**config.mk**
```make
export PLATFORM = sky130hd
export DESIGN_NAME = fft_frame_sequencer
export DESIGN_NICKNAME = d
export VERILOG_FILES = /design/src/rtl/tuner_pkg.sv /design/src/rtl/fft_mag_peak.sv /design/src/rtl/fft_frame_sequencer.sv
export SDC_FILE = /design/constraint.sdc
export NUM_CORES = 1
export LEC_CHECK = 0
export ABC_AREA = 1
export BUFFER_PORTS_ARGS = -buffer_cell sky130_fd_sc_hd__buf_2
export CAP_MARGIN = 40
export CORE_MARGIN = 2
export CORE_UTILIZATION = 53
export DETAILED_ROUTE_END_ITERATION = 7
export GPL_TIMING_DRIVEN = 0
export PLACE_DENSITY_LB_ADDON = 0.3
export RECOVER_POWER = 25
export SLEW_MARGIN = 20
export SYNTH_ARGS = -nofsm -noshare
export SYNTH_HDL_FRONTEND = slang
export SYNTH_SLANG_ARGS = --single-unit
```
**constraint.sdc**
```tcl
create_clock -name clk -period 6.2 [get_ports clk]
set_input_delay 1.86 -clock clk [delete_from_list [all_inputs] [get_ports clk]]
set_output_delay 1.86 -clock clk [all_outputs]
set_load 0.005 [all_outputs]
```
**src/rtl/tuner_pkg.sv**
```systemverilog
// Shared types and helpers for the tuner front end that drives the FFT core.
package tuner_pkg;

    typedef enum logic [2:0] {
        CLEAR,
        LOAD,
        START,
        WAIT,
        READ,
        REPORT
    } seq_state_t;

    // Absolute value of a sign-extended word; callers size-cast the result back down.
    // The most negative input maps to its unsigned magnitude, with no saturation.
    function automatic logic [63:0] abs_w(input logic signed [63:0] v);
        logic [63:0] u;
        u = v;
        return u[63] ? (~u + 64'd1) : u;
    endfunction

endpackage

```
**src/rtl/fft_mag_peak.sv**
```systemverilog
// Running peak tracker over FFT bins: |re|+|im| magnitude, keeps the first bin
// holding the strictly largest magnitude since the last clear.
module fft_mag_peak
    import tuner_pkg::*;
#(
    parameter int width = 16,
    parameter int BIN_W = 8
) (
    input  logic               clk,
    input  logic               reset,
    input  logic               clr,
    input  logic               en,
    input  logic [BIN_W-1:0]   bin,
    input  logic [2*width-1:0] data,
    output logic [BIN_W-1:0]   peak_bin,
    output logic [width:0]     peak_mag
);

    logic [width:0] mag;

    // Each abs fits in width bits, so the width+1 bit sum cannot overflow.
    assign mag = (width+1)'(abs_w(64'(signed'(data[2*width-1:width]))))
               + (width+1)'(abs_w(64'(signed'(data[width-1:0]))));

    // NOTE: state registers use non-blocking assignments so every flop samples
    // pre-edge values regardless of statement order.
    always_ff @(posedge clk or posedge reset) begin
        if (reset) begin
            peak_bin <= '0;
            peak_mag <= '0;
        end else if (clr) begin
            peak_bin <= '0;
            peak_mag <= '0;
        end else if (en && (mag > peak_mag)) begin
            peak_bin <= bin;
            peak_mag <= mag;
        end
    end

endmodule

```
**src/rtl/fft_frame_sequencer.sv**
```systemverilog
// Frame sequencer for the FFT core: loads 2^M samples, starts the transform,
// scans bins 1..N/2-1 for the largest |re|+|im| and reports it.
module fft_frame_sequencer
    import tuner_pkg::*;
#(
    parameter int width    = 16,
    parameter int M        = 9,
    parameter int READ_LAT = 1,
    parameter int TIMEOUT  = 65535
) (
    input  logic               clk,
    input  logic               reset,
    input  logic               sample_valid,
    input  logic [width-1:0]   sample,
    output logic               fft_reset,
    output logic               fft_load,
    output logic               fft_start,
    output logic [M-1:0]       fft_adr,
    output logic [2*width-1:0] fft_rd,
    input  logic [2*width-1:0] fft_wd,
    input  logic               fft_done,
    output logic               peak_valid,
    output logic [M-2:0]       peak_bin,
    output logic [width:0]     peak_mag,
    output logic               dropped,
    output logic               fft_error
);

    localparam int TW = $clog2(TIMEOUT + 1);
    localparam int DW = $clog2(READ_LAT + 2);

    seq_state_t      state;
    logic [M-1:0]    load_cnt;
    logic [M-2:0]    read_cnt;
    logic            issue_done;
    logic [DW-1:0]   drain_cnt;
    logic [TW-1:0]   wait_cnt;

    // Stage 0 is aligned with fft_adr; stage READ_LAT is aligned with valid fft_wd.
    logic [READ_LAT:0] rd_vld;
    logic [M-2:0]      rd_bin [READ_LAT:0];

    logic              trk_clr;
    logic [M-2:0]      trk_bin;
    logic [width:0]    trk_mag;

    assign trk_clr = (state == WAIT) && fft_done;

    always_ff @(posedge clk or posedge reset) begin
        if (reset) begin
            state      <= CLEAR;
            load_cnt   <= '0;
            read_cnt   <= '0;
            issue_done <= 1'b0;
            drain_cnt  <= '0;
            wait_cnt   <= '0;
            rd_vld     <= '0;
            fft_reset  <= 1'b0;
            fft_load   <= 1'b0;
            fft_start  <= 1'b0;
            fft_adr    <= '0;
            fft_rd     <= '0;
            peak_valid <= 1'b0;
            peak_bin   <= '0;
            peak_mag   <= '0;
            dropped    <= 1'b0;
            fft_error  <= 1'b0;
        end else begin
            fft_reset  <= 1'b0;
            fft_load   <= 1'b0;
            fft_start  <= 1'b0;
            peak_valid <= 1'b0;
            fft_error  <= 1'b0;
            dropped    <= sample_valid && (state != LOAD);

            for (int i = READ_LAT; i > 0; i--) rd_vld[i] <= rd_vld[i-1];
            rd_vld[0] <= 1'b0;

            case (state)
                CLEAR: begin
                    fft_reset <= 1'b1;
                    fft_adr   <= '0;
                    load_cnt  <= '0;
                    state     <= LOAD;
                end
                LOAD: begin
                    if (sample_valid) begin
                        fft_load <= 1'b1;
                        fft_adr  <= load_cnt;
                        fft_rd   <= {sample, {width{1'b0}}};
                        load_cnt <= load_cnt + M'(1);
                        if (load_cnt == '1) state <= START;
                    end
                end
                START: begin
                    fft_start <= 1'b1;
                    wait_cnt  <= '0;
                    state     <= WAIT;
                end
                WAIT: begin
                    if (fft_done) begin
                        read_cnt   <= (M-1)'(1);
                        issue_done <= 1'b0;
                        drain_cnt  <= '0;
                        state      <= READ;
                    end else if (wait_cnt == TW'(TIMEOUT - 1)) begin
                        fft_error <= 1'b1;
                        state     <= CLEAR;
                    end else begin
                        wait_cnt <= wait_cnt + TW'(1);
                    end
                end
                READ: begin
                    // Bin 0 and the mirrored upper half are never addressed.
                    if (!issue_done) begin
                        fft_adr   <= {1'b0, read_cnt};
                        rd_vld[0] <= 1'b1;
                        read_cnt  <= read_cnt + (M-1)'(1);
                        if (read_cnt == '1) issue_done <= 1'b1;
                    end else if (drain_cnt == DW'(READ_LAT)) begin
                        state <= REPORT;
                    end else begin
                        drain_cnt <= drain_cnt + DW'(1);
                    end
                end
                REPORT: begin
                    peak_valid <= 1'b1;
                    peak_bin   <= trk_bin;
                    peak_mag   <= trk_mag;
                    state      <= CLEAR;
                end
                default: state <= CLEAR;
            endcase
        end
    end

    // NOTE: the bin-tag pipeline is data only, qualified by rd_vld, so it is
    // deliberately left without a reset.
    always_ff @(posedge clk) begin
        rd_bin[0] <= read_cnt;
        for (int i = READ_LAT; i > 0; i--) rd_bin[i] <= rd_bin[i-1];
    end

    fft_mag_peak #(
        .width (width),
        .BIN_W (M-1)
    ) u_peak (
        .clk      (clk),
        .reset    (reset),
        .clr      (trk_clr),
        .en       (rd_vld[READ_LAT]),
        .bin      (rd_bin[READ_LAT]),
        .data     (fft_wd),
        .peak_bin (trk_bin),
        .peak_mag (trk_mag)
    );

endmodule
```
==> summary.md, run 1 <==
| Metric | Value |
|---|---|
| Core ar. | 15100 sq um |
| CTS Buf Count | 17 |
| Sequential power share | 38.1% |
| Hold_ws | 0.325 ns |
| Synthesized flop and latch total | 138 |
| Aggregate routed wire length | 18700 microns |
| Slowest library cell on the worst path | ha_1 |
| Largest net degree at the start of global routing | 71 |
| Cell with the most instances after synthesis | nand2_1 |
| Min-Delay Endpoint | rd_bin[0][10] |
| Worst R2R End | u_peak.peak_mag[1] |
| Unique masters post-synth | 47 |
| Hold_sp | rd_bin[0][2] |
| I/O Buffers | 107 |
| Total GRT Usage | 23.7% |
| Design area | 9620 sq um |
| Main synth FF type | dfrtp_1 |
| Clock power share | 40.4% |
| Critical Path Fanout Max | 10 |
| Clk_lat worst skew | 0.43 ns |
| Metal3 WL | 864 microns |
| Max Cap Viol | 1 |
| M1 WL | 8250 microns |
| Dpl hpwl | 14000 microns |
| Top post-synthesis cells by count | 323 x nand2_1, 151 x inv_1, 122 x dfrtp_1, 75 x nor2_1, 68 x nand3_1 |
| Cell Area, Placed | 9030 sq um |
| GRT Residual Overflow | 0 |
| Max VDD drop | 237 uV |
| Psw | 0.000777 W |
| I/O pin count | 124 |
| Synth area leaders | dfrtp_1 37%, nand2_1 15%, inv_1 6.9%, ha_1 6.3%, xor2_1 4.2% |
| Largest stage delay on the critical path | 0.27 ns |
| Sequential element share of the synthesized area | 41.3% |
| Nets | 1325 |
| Post-DR wirelength/cell | 13.0 microns |
| Initial antenna violation count | 0 |
| Worst Tran Pin Value | 2.38 ns |
| P_int | 0.00180 W |
| Synth-to-Final Area Change | 17.7% |
| R2R depth | 11 |
| Mapped Cells | 1089 |
| Overall Power | 0.00257 W |
| Critical path arrival | 5.89 ns |
| Number of diodes | 0 |
| Comb pwr share | 21.5% |
| Final std cells w/o fill | 1432 |
| TritonRoute pass-1 iters | 5 |
| RSZ-0062 raised after global routing | false |
| Clock buffer depth | 2 |
| Number of synthesized flops with an enable pin | 0 |
| Number of remaining DRC errors | 0 |
| Root Driver | clkbuf_16 |
| Yosys warns | 0 |
| Rows | 45 |
| Chip width | 128 microns |
| Post-layout min period | 5.60 ns |
| First-pass GRT wire length | 31100 microns |
| Die Y | 128 microns |
| CTS tree | done |
| Synth Cell Area | 8170 sq um |
| Yosys top cell by area | dfrtp_1 |
| Req. time, crit path | 6.50 ns |
| DR iter-0 viols | 484 |
| Syn Area/Cell | 7.50 sq um |
| Synth top area share | 37.4% |
| Final hold vios | 0 |
| Internal reg-to-reg setup slack | 4.02 ns |
| Run status | finished, violations left |
| Worst-path clk slew | 0.06 ns |
| Hold path cells | 0 |
| Max Clock Skew | 0.0119 ns |
| Asr flop ratio synth | 88.4% |
| DR top layer | met4 |
| Setup CP Type | input port to register |
| Vias post-DR | 7310 |
| CP startpoint | fft_wd[16] |
| Final core area utilization | 63.5% |
| Worst setup EP type | register |
| Total die area | 16400 sq um |
| Fmax | 179 MHz |
| H-tree lvl count | 4 |
| Vias in the first global route | 6834 |
| Pwr Density | 268 nW/um^2 |
| ANT nets after route | 0 |
| Met2 wire len | 9060 microns |
| Violated checks | max-capacitance violations, max-slew violations |
| Placed cells | 1400 |
| Share of layout cells above drive strength 1 | 16.0% |
| Lkg Pwr | 5.28 nW |
| Sw frac | 30.2% |
| Setup Viol. Count Final | 0 |
| Starting Density | 53.9% |
| Clock Sink Count | 138 |
| Max transition margin | -59.2% |
| Final Max Slew Viols | 53 |
| Worst r2r src | u_peak.peak_mag[8] |
| GPL Wtd Cong | 0.906 |
| Hold Path Class | register to register |
| Crit path launch type | input port |
| CP dominant cell by count | nand2_1 |
| Via-per-instance ratio | 5.10 |
| Period Utilization, post-route | 90.3% |
-- registers in the layout (all words and copies together) (netlist names), 9 cells and up --
register	cells
fft_adr	9
fft_rd	16
load_cnt	9
peak_mag	17
rd_bin	16
u_peak.peak_mag	17
wait_cnt	16
-- final cells by class --
| type | count | area, sq um |
|---|---|---|
| flip-flops and latches | 138 | 3370 |
| clock inverters | 13 | 169 |
| plain buffers | 44 | 258 |
| repair buffers | 108 | 562 |
| multi-input cells | 759 | 3970 |
| well taps | 188 | 235 |
| inverters | 163 | 613 |
| fillers | 1324 | 5530 |
| clock buffers | 19 | 433 |
-- through the flow --
step                worst slack (ns)  TNS (ns)
floorplan                       1.09         0
global placement              -0.351    -42.03
detailed placement             0.168         0
CTS                            0.552         0
global route                   0.158         0
finish                         0.603         0
-- logic make-up (layout without fill, tap and decap cells) --
kind of cell / Yosys count / after routing / share of synthesized area (%)
AOI/OAI and AO/OA: 103 / 103 / 7.09
xor gates and xnor gates: 44 / 44 / 4.72
adders and majority gates: 42 / 42 / 6.52
buffers and inverters: 207 / 347 / 10.6
DFF: 138 / 138 / 41.3
other: 1 / 16 / 0.0459
and+or+nand+nor: 554 / 554 / 29.7
-- metal layers --
layer,GRT usage [%],vias up
met4,9.18,0
met3,4.80,47
li1,-,3729
met5,0,-
met2,40.4,213
met1,29.9,3321
-- power by group through the flow --
| stage | logic [W] | registers, W | clock network, W |
|---|---|---|---|
| 6_report | 0.000554 | 0.000981 | 0.00104 |
| 5_1_grt | 0.000643 | 0.000986 | 0.00110 |
| 4_1_cts | 0.000553 | 0.000980 | 0.00105 |
| 3_5_place_dp | 0.000548 | 0.000996 | 0 |
| 3_3_place_gp | 0.000534 | 0.000995 | 0 |
| 2_1_floorplan | 0.000392 | 0.000994 | 0 |
-- what timing repair did --
item	CTS	global route
gates resized for setup	0	1
hold buffers	0	0
setup endpoints to repair	0	1
setup buffers	0	0
-- cells in the final DEF, fill, tap and decap left out, drive strengths merged --
cell      netlist  final
a21boi          1      1
o211ai          3      3
clkinv          1      7
ha             41     41
conb            1     16
clkbuf         17     37
xor2           39     39
or2             3      3
nand2         332    332
nand3b          3      3
buf            27    134
nor3           19     19
clkinvlp        0      2
a31oi           3      3
xnor2           5      5
a21oi          30     30
nor2           80     80
bufinv          0      3
nand4          37     37
dfxtp          16     16
fa              1      1
o22ai           7      7
a31o            1      1
nor3b           3      3
inv           162    164
dfrtp         122    122
and2            3      3
nand3          69     69
o41ai           1      1
nor4            5      5
a21o            1      1
o21ai          56     56
-- worst max-delay path by stage --
stage | endpoint | slack, ns | depth (start not counted)
2_1_floorplan | u_peak.peak_mag[5] | 1.09 | 28
3_3_place_gp | fft_rd[26] | -0.35 | 2
3_5_place_dp | u_peak.peak_bin[6] | 0.17 | 28
4_1_cts | u_peak.peak_mag[1] | 0.55 | 29
5_1_grt | u_peak.peak_mag[1] | 0.16 | 29
6_report | u_peak.peak_mag[1] | 0.60 | 30
-- critical path, delay by kind of cell --
kind,cells,cell delay (ns)
xor gates and xnor gates,1,0.23
adders and majority gates,3,0.68
buffers and inverters,6,0.66
and+or+nand+nor,20,2.42
Note: power is estimated with default switching activity, not from simulation.
==> run 2: changes to the inputs <==
--- a/config.mk
+++ b/config.mk
@@ -9,3 +9,3 @@
 export BUFFER_PORTS_ARGS = -buffer_cell sky130_fd_sc_hd__buf_2
-export CAP_MARGIN = 40
+export CAP_MARGIN = 0
 export CORE_MARGIN = 2
==> constraint.sdc (replaced) <==
create_clock -name clk -period 6.2 [get_ports clk]
set_input_delay 0.93 -clock clk [delete_from_list [all_inputs] [get_ports clk]]
set_output_delay 0.93 -clock clk [all_outputs]
set_load 0.005 [all_outputs]
==> summary.md, run 2 (same netlist as run 1, synthesis figures left out) <==
| Metric | Value |
|---|---|
| Run status | finished, violations left |
| Violated checks | max-capacitance violations, max-slew violations |
| Placed cells | 1400 (unchanged) |
| CTS tree | done |
| Number of diodes | 0 (unchanged) |
| Largest net degree at the start of global routing | 71 (unchanged) |
| Cell Area, Placed | 9030 sq um (unchanged) |
| Pwr Density | 268 nW/um^2 (+0.14%) |
| Setup CP Type | input port to register |
| Post-layout min period | 4.79 ns (-0.810 ns) |
| Max Clock Skew | 0.0118 ns (-0.0000824 ns) |
| Clock Sink Count | 138 (unchanged) |
| Commonest non-fill, non-tap cell in the layout | nand2_1 |
| Vias post-DR | 7288 (-0.30%) |
| Family with the most delay on the worst path | simple AND/OR/NAND/NOR gates |
| Slowest library cell on the worst path | ha_1 |
| I/O pin count | 124 (unchanged) |
| Total die area | 16400 sq um (unchanged) |
| P_int | 0.00180 W (about the same) |
| Worst-path clk slew | 0.06 ns (about the same) |
| Clock buffer depth | 2 (unchanged) |
| Die Y | 128 microns (unchanged) |
| CTS Buf Count | 17 (unchanged) |
| Max VDD drop | 237 uV (unchanged) |
| I/O Buffers | 107 (unchanged) |
| ANT nets after route | 0 (unchanged) |
| Setup bufs post-CTS | 0 (unchanged) |
| Setup Viol. Count Final | 0 (unchanged) |
| GPL Wtd Cong | 0.906 (unchanged) |
| Max Cap Viol | 1 (unchanged) |
| Crit path launch type | input port |
| Psw | 0.000778 W (+0.14%) |
| Sequential power share | 38.1% (about the same) |
| GRT Residual Overflow | 0 (unchanged) |
| Fmax | 209 MHz (+17%) |
| Number of remaining DRC errors | 0 (unchanged) |
| CP dominant cell by count | nand2_1 |
| Rows | 45 (unchanged) |
| H-tree lvl count | 4 (unchanged) |
| Max transition margin | -59.0% (+0.24 points) |
| Final std cells w/o fill | 1432 (unchanged) |
| Largest registers | peak_mag: 17 flops, u_peak.peak_mag: 17 flops |
| First-pass GRT wire length | 31100 microns (unchanged) |
| Post-DR wirelength/cell | 13.0 microns (-0.21%) |
| Critical Path Fanout Max | 10 (unchanged) |
| Hold buffer count at cts | 0 (unchanged) |
| Starting Density | 53.9% (unchanged) |
| Aggregate routed wire length | 18600 microns (-0.21%) |
| Share of layout cells above drive strength 1 | 15.9% (-0.080 points) |
| CTS resizes | 0 (unchanged) |
| Hold Path Class | register to register |
| Critical path arrival | 5.08 ns (-0.81 ns) |
| Period Utilization, post-route | 77.2% (-13 points) |
| DR iter-0 viols | 503 (+3.9%) |
| Initial antenna violation count | 0 (unchanged) |
| Clk_lat worst skew | 0.43 ns (about the same) |
| Dpl hpwl | 14000 microns (unchanged) |
| Vias in the first global route | 6834 (unchanged) |
| Design area | 9610 sq um (about the same) |
| Root Driver | clkbuf_16 |
| Largest stage delay on the critical path | 0.38 ns (+0.11 ns) |
| Via-per-instance ratio | 5.09 (-0.30%) |
| Sum of negative setup slack | 0 ns (unchanged) |
| Clock power share | 40.4% (about the same) |
| TritonRoute pass-1 iters | 7 (+2) |
| Worst setup EP type | register |
| Core ar. | 15100 sq um (unchanged) |
| Commonest non-fill, non-tap cells in the layout | 323 x nand2_1, 150 x inv_1, 122 x dfrtp_1, 109 x buf_2, 77 x nor2_1 |
| Worst Tran Pin Value | 2.37 ns (-0.00356 ns) |
| CP Buf/Inv Count | 5 (-1) |
| Sw frac | 30.2% (about the same) |
| Req. time, crit path | 6.50 ns (about the same) |
| Nets | 1325 (unchanged) |
| Total GRT Usage | 23.7% (unchanged) |
| RSZ-0062 raised after global routing | false |
| Fillers | 1323 (-0.076%) |
| Chip width | 128 microns (unchanged) |
| Final Max Slew Viols | 53 (unchanged) |
| Comb pwr share | 21.5% (about the same) |
| Synth-to-Final Area Change | 17.6% (about the same) |
| Lkg Pwr | 5.28 nW (about the same) |
| Final hold vios | 0 (unchanged) |
## run 2: changes by cell type in the layout (fill, tap and decap cells not counted), sizes merged
cell | before | now
buf | 134 | 135
clkbuf | 37 | 36
## run 2: through the flow
stage	setup slack, ns	hold WS, ns	power, W	util [%]
detailed placement	1.10	0.312	0.00154	59.6
global route	0.923	0.331	0.00272	63.4
global placement	0.579	0.311	0.00153	59.4
finish	1.41	0.325	0.00257	63.4
floorplan	2.02	0.310	0.00139	-
CTS	1.48	0.325	0.00259	63.6
## run 2: final cells by class
type | count | area [sq um] | share of cell area [%]
Inverter | 163 | 613 | 6.38
Sequential cell | 138 | 3370 | 35.1
Clock inverter | 13 | 169 | 1.76
Clock buffer | 19 | 433 | 4.51
Tap cell | 188 | 235 | 2.45
Buffer | 44 | 258 | 2.68
Timing Repair Buffer | 108 | 563 | 5.86
Multi-Input combinational cell | 759 | 3960 | 41.2
## run 2: power groups by stage
| stage | registers [W] | clock network [W] | logic [W] |
|---|---|---|---|
| 6_report | 0.000981 | 0.00104 | 0.000554 |
| 3_5_place_dp | 0.000996 | 0 | 0.000548 |
| 4_1_cts | 0.000980 | 0.00105 | 0.000553 |
| 5_1_grt | 0.000986 | 0.00110 | 0.000643 |
| 3_3_place_gp | 0.000995 | 0 | 0.000534 |
| 2_1_floorplan | 0.000994 | 0 | 0.000392 |
## run 2: routing by layer
metal | track usage [%] | part of all wire, %
met5 | 0 | 0
met4 | 9.18 | 2.7
met3 | 4.80 | 4.5
met2 | 40.4 | 49
met1 | 29.9 | 44
## run 2: worst paths after layout
path / cells past startpoint / to / slack [ns] / startpoint
hold / removal: 0 / rd_bin[0][10] / 0.33 / rd_bin[0][2]
max in group asynchronous: 3 / peak_mag[4] / 3.97 / reset
setup / recovery: 29 / u_peak.peak_mag[1] / 1.41 / fft_wd[0]
min in group asynchronous: 2 / wait_cnt[6] / 1.14 / reset
setup reg to reg: 11 / u_peak.peak_mag[1] / 4.02 / u_peak.peak_mag[8]
hold reg to reg: 0 / rd_bin[0][10] / 0.33 / rd_bin[0][2]
==> run 3: changes to the inputs <==
clock period = 4.8 ns   (was 6.2 ns; I/O delays follow)
==> summary.md, run 3 (same netlist as run 1, synthesis figures left out) <==
| Metric | Value |
|---|---|
| Run status | finished, violations left |
| Violated checks | max-capacitance violations, max-slew violations |
| Period Utilization, post-route | 91.3% |
| Overall Power | 0.00333 W (+29%) |
| Synth-to-Final Area Change | 17.6% (unchanged) |
| Number of remaining DRC errors | 0 (unchanged) |
| Req. time, crit path | 5.10 ns (-1.40 ns) |
| Max Clock Skew | 0.0101 ns (-0.00173 ns) |
| Die Y | 128 microns (unchanged) |
| Clock buffer depth | 2 (unchanged) |
| GRT Residual Overflow | 0 (unchanged) |
| Clock Sink Count | 138 (unchanged) |
| First-pass GRT wire length | 31100 microns (unchanged) |
| Critical path arrival | 4.68 ns (-0.40 ns) |
| Post-DR wirelength/cell | 13.1 microns (+0.41%) |
| Slowest library cell on the worst path | ha_1 |
| Worst setup EP type | register |
| Fmax | 228 MHz |
| Via-per-instance ratio | 5.10 (+0.29%) |
| DR iter-0 viols | 438 (-13%) |
| Vias in the first global route | 6834 (unchanged) |
| Fillers | 1325 (+0.15%) |
| Setup CP Type | input port to register |
| Register area | 3370 sq um (unchanged) |
| Core ar. | 15100 sq um (unchanged) |
| Dpl hpwl | 14000 microns (unchanged) |
| CP dominant cell by count | nand2_1 |
| CTS tree | done |
| H-tree lvl count | 4 (unchanged) |
| I/O Buffers | 107 (unchanged) |
| Lkg Pwr | 5.28 nW (about the same) |
| Placed cells | 1400 (unchanged) |
| Critical Path Fanout Max | 10 (unchanged) |
| Share of layout cells above drive strength 1 | 16.6% (+0.64 points) |
| Post-layout min period | 4.38 ns |
| Root Driver | clkbuf_16 |
| I/O pin count | 124 (unchanged) |
| Number of diodes | 0 (unchanged) |
| Initial antenna violation count | 0 (unchanged) |
| Hold_ws | 0.325 ns (-0.0000560 ns) |
| Final core area utilization | 63.4% (unchanged) |
| Final Max Slew Viols | 125 (+140%) |
| ANT nets after route | 0 (unchanged) |
| GPL Wtd Cong | 0.906 (unchanged) |
| Aggregate routed wire length | 18700 microns (+0.41%) |
| Worst-path clk slew | 0.06 ns (about the same) |
| Pwr Density | 347 nW/um^2 (+29%) |
| Commonest non-fill, non-tap cells in the layout | 322 x nand2_1, 150 x inv_1, 122 x dfrtp_1, 109 x buf_2, 74 x nor2_1 |
| Crit path launch type | input port |
| Max Cap Viol | 2 (+1) |
| Largest net degree at the start of global routing | 71 (unchanged) |
| Setup Viol. Count Final | 0 (unchanged) |
| Max VDD drop | 306 uV (+29%) |
| Starting Density | 53.9% (unchanged) |
| Clk_lat worst skew | 0.43 ns (about the same) |
| Max transition margin | -51.9% (+7.1 points) |
| Commonest non-fill, non-tap cell in the layout | nand2_1 |
| Total die area | 16400 sq um (unchanged) |
| Total GRT Usage | 23.7% (unchanged) |
| Chip width | 128 microns (unchanged) |
| Final hold vios | 0 (unchanged) |
| RSZ-0062 raised after global routing | false |
| Hold Path Class | register to register |
| Rows | 45 (unchanged) |
| Area of the multi-input gates | 3980 sq um (+0.51%) |
| TritonRoute pass-1 iters | 6 (-1) |
| Final std cells w/o fill | 1432 (unchanged) |
| CTS Buf Count | 17 (unchanged) |
| Largest registers | peak_mag: 17 flops, u_peak.peak_mag: 17 flops |
| Worst Tran Pin Value | 2.27 ns (-0.106 ns) |
| Vias post-DR | 7309 (+0.29%) |
| Nets | 1325 (unchanged) |
| Largest stage delay on the critical path | 0.34 ns (-0.04 ns) |
==> run 3: cell count changes in the layout (fill, tap and decap cells not counted) <==
cell / before / now
clkbuf_1: 19 / 17
nor2_2: 1 / 4
nor3_1: 18 / 16
buf_16: 1 / 0
nor2_1: 77 / 74
nor3_2: 0 / 2
nand2_2: 8 / 9
clkbuf_2: 0 / 3
nand2_1: 323 / 322
==> run 3: timing repair <==
| item | 4_1_cts | 5_1_grt |
|---|---|---|
| setup buffers | 0 | 0 |
| setup endpoints to repair | 0 | 25 |
| resized for setup | 0 | 8 |
| hold buffers | 0 | 0 |
==> run 3: path summary, 6_finish.rpt <==
kind / start / endpoint / slack (ns) / depth (start not counted)
max in group asynchronous: reset / u_peak.peak_mag[6] / 1.44 / 3
min in group asynchronous: reset / wait_cnt[6] / 0.89 / 2
hold / removal: rd_bin[0][2] / rd_bin[0][10] / 0.33 / 0
hold reg to reg: rd_bin[0][2] / rd_bin[0][10] / 0.33 / 0
setup / recovery: fft_wd[16] / u_peak.peak_mag[1] / 0.42 / 30
setup reg to reg: u_peak.peak_mag[8] / u_peak.peak_mag[1] / 2.68 / 10
==> run 3: power breakdown <==
group	leakage (nW)	switching, W	internal [W]
clock network	0.292	0.000522	0.000823
registers	1.74	0.0000412	0.00123
logic	3.24	0.000446	0.000272
total	5.28	0.00101	0.00232
==> run 3: metrics by stage <==
| stage | worst slack, ns | TNS, ns | area [sq um] |
|---|---|---|---|
| floorplan | 0.830 | 0 | 8230 |
| global placement | -0.611 | -74.09 | 9000 |
| detailed placement | -0.0919 | -1.68 | 9030 |
| CTS | 0.292 | 0 | 9630 |
| global route | 0.0195 | 0 | 9610 |
| finish | 0.417 | 0 | 9610 |
==> run 3: area by class of cell <==
class / instances / share of cell area [%]
Sequential cell: 138 / 35.1
Clock buffer: 19 / 4.51
Inverter: 163 / 6.38
Tap cell: 188 / 2.45
Buffer: 44 / 2.71
Timing Repair Buffer: 108 / 5.63
Clock inverter: 13 / 1.76
Multi-Input combinational cell: 759 / 41.5
==> run 3: worst max-delay path, delay by kind of cell <==
kind	cells	cell delay, ns
and+or+nand+nor	18	2.11
AOI/OAI and AO/OA	1	0.17
adders and majority gates	3	0.75
buffers and inverters	7	0.69
xor gates and xnor gates	1	0.23
==> run 3: layer usage <==
| metal | global-route usage, % | vias up | part of all wire [%] |
|---|---|---|---|
| li1 | - | 3726 | - |
| met4 | 9.18 | 0 | 2.4 |
| met1 | 29.9 | 3335 | 44 |
| met2 | 40.4 | 211 | 49 |
| met3 | 4.80 | 37 | 4.7 |
| met5 | 0 | - | 0 |
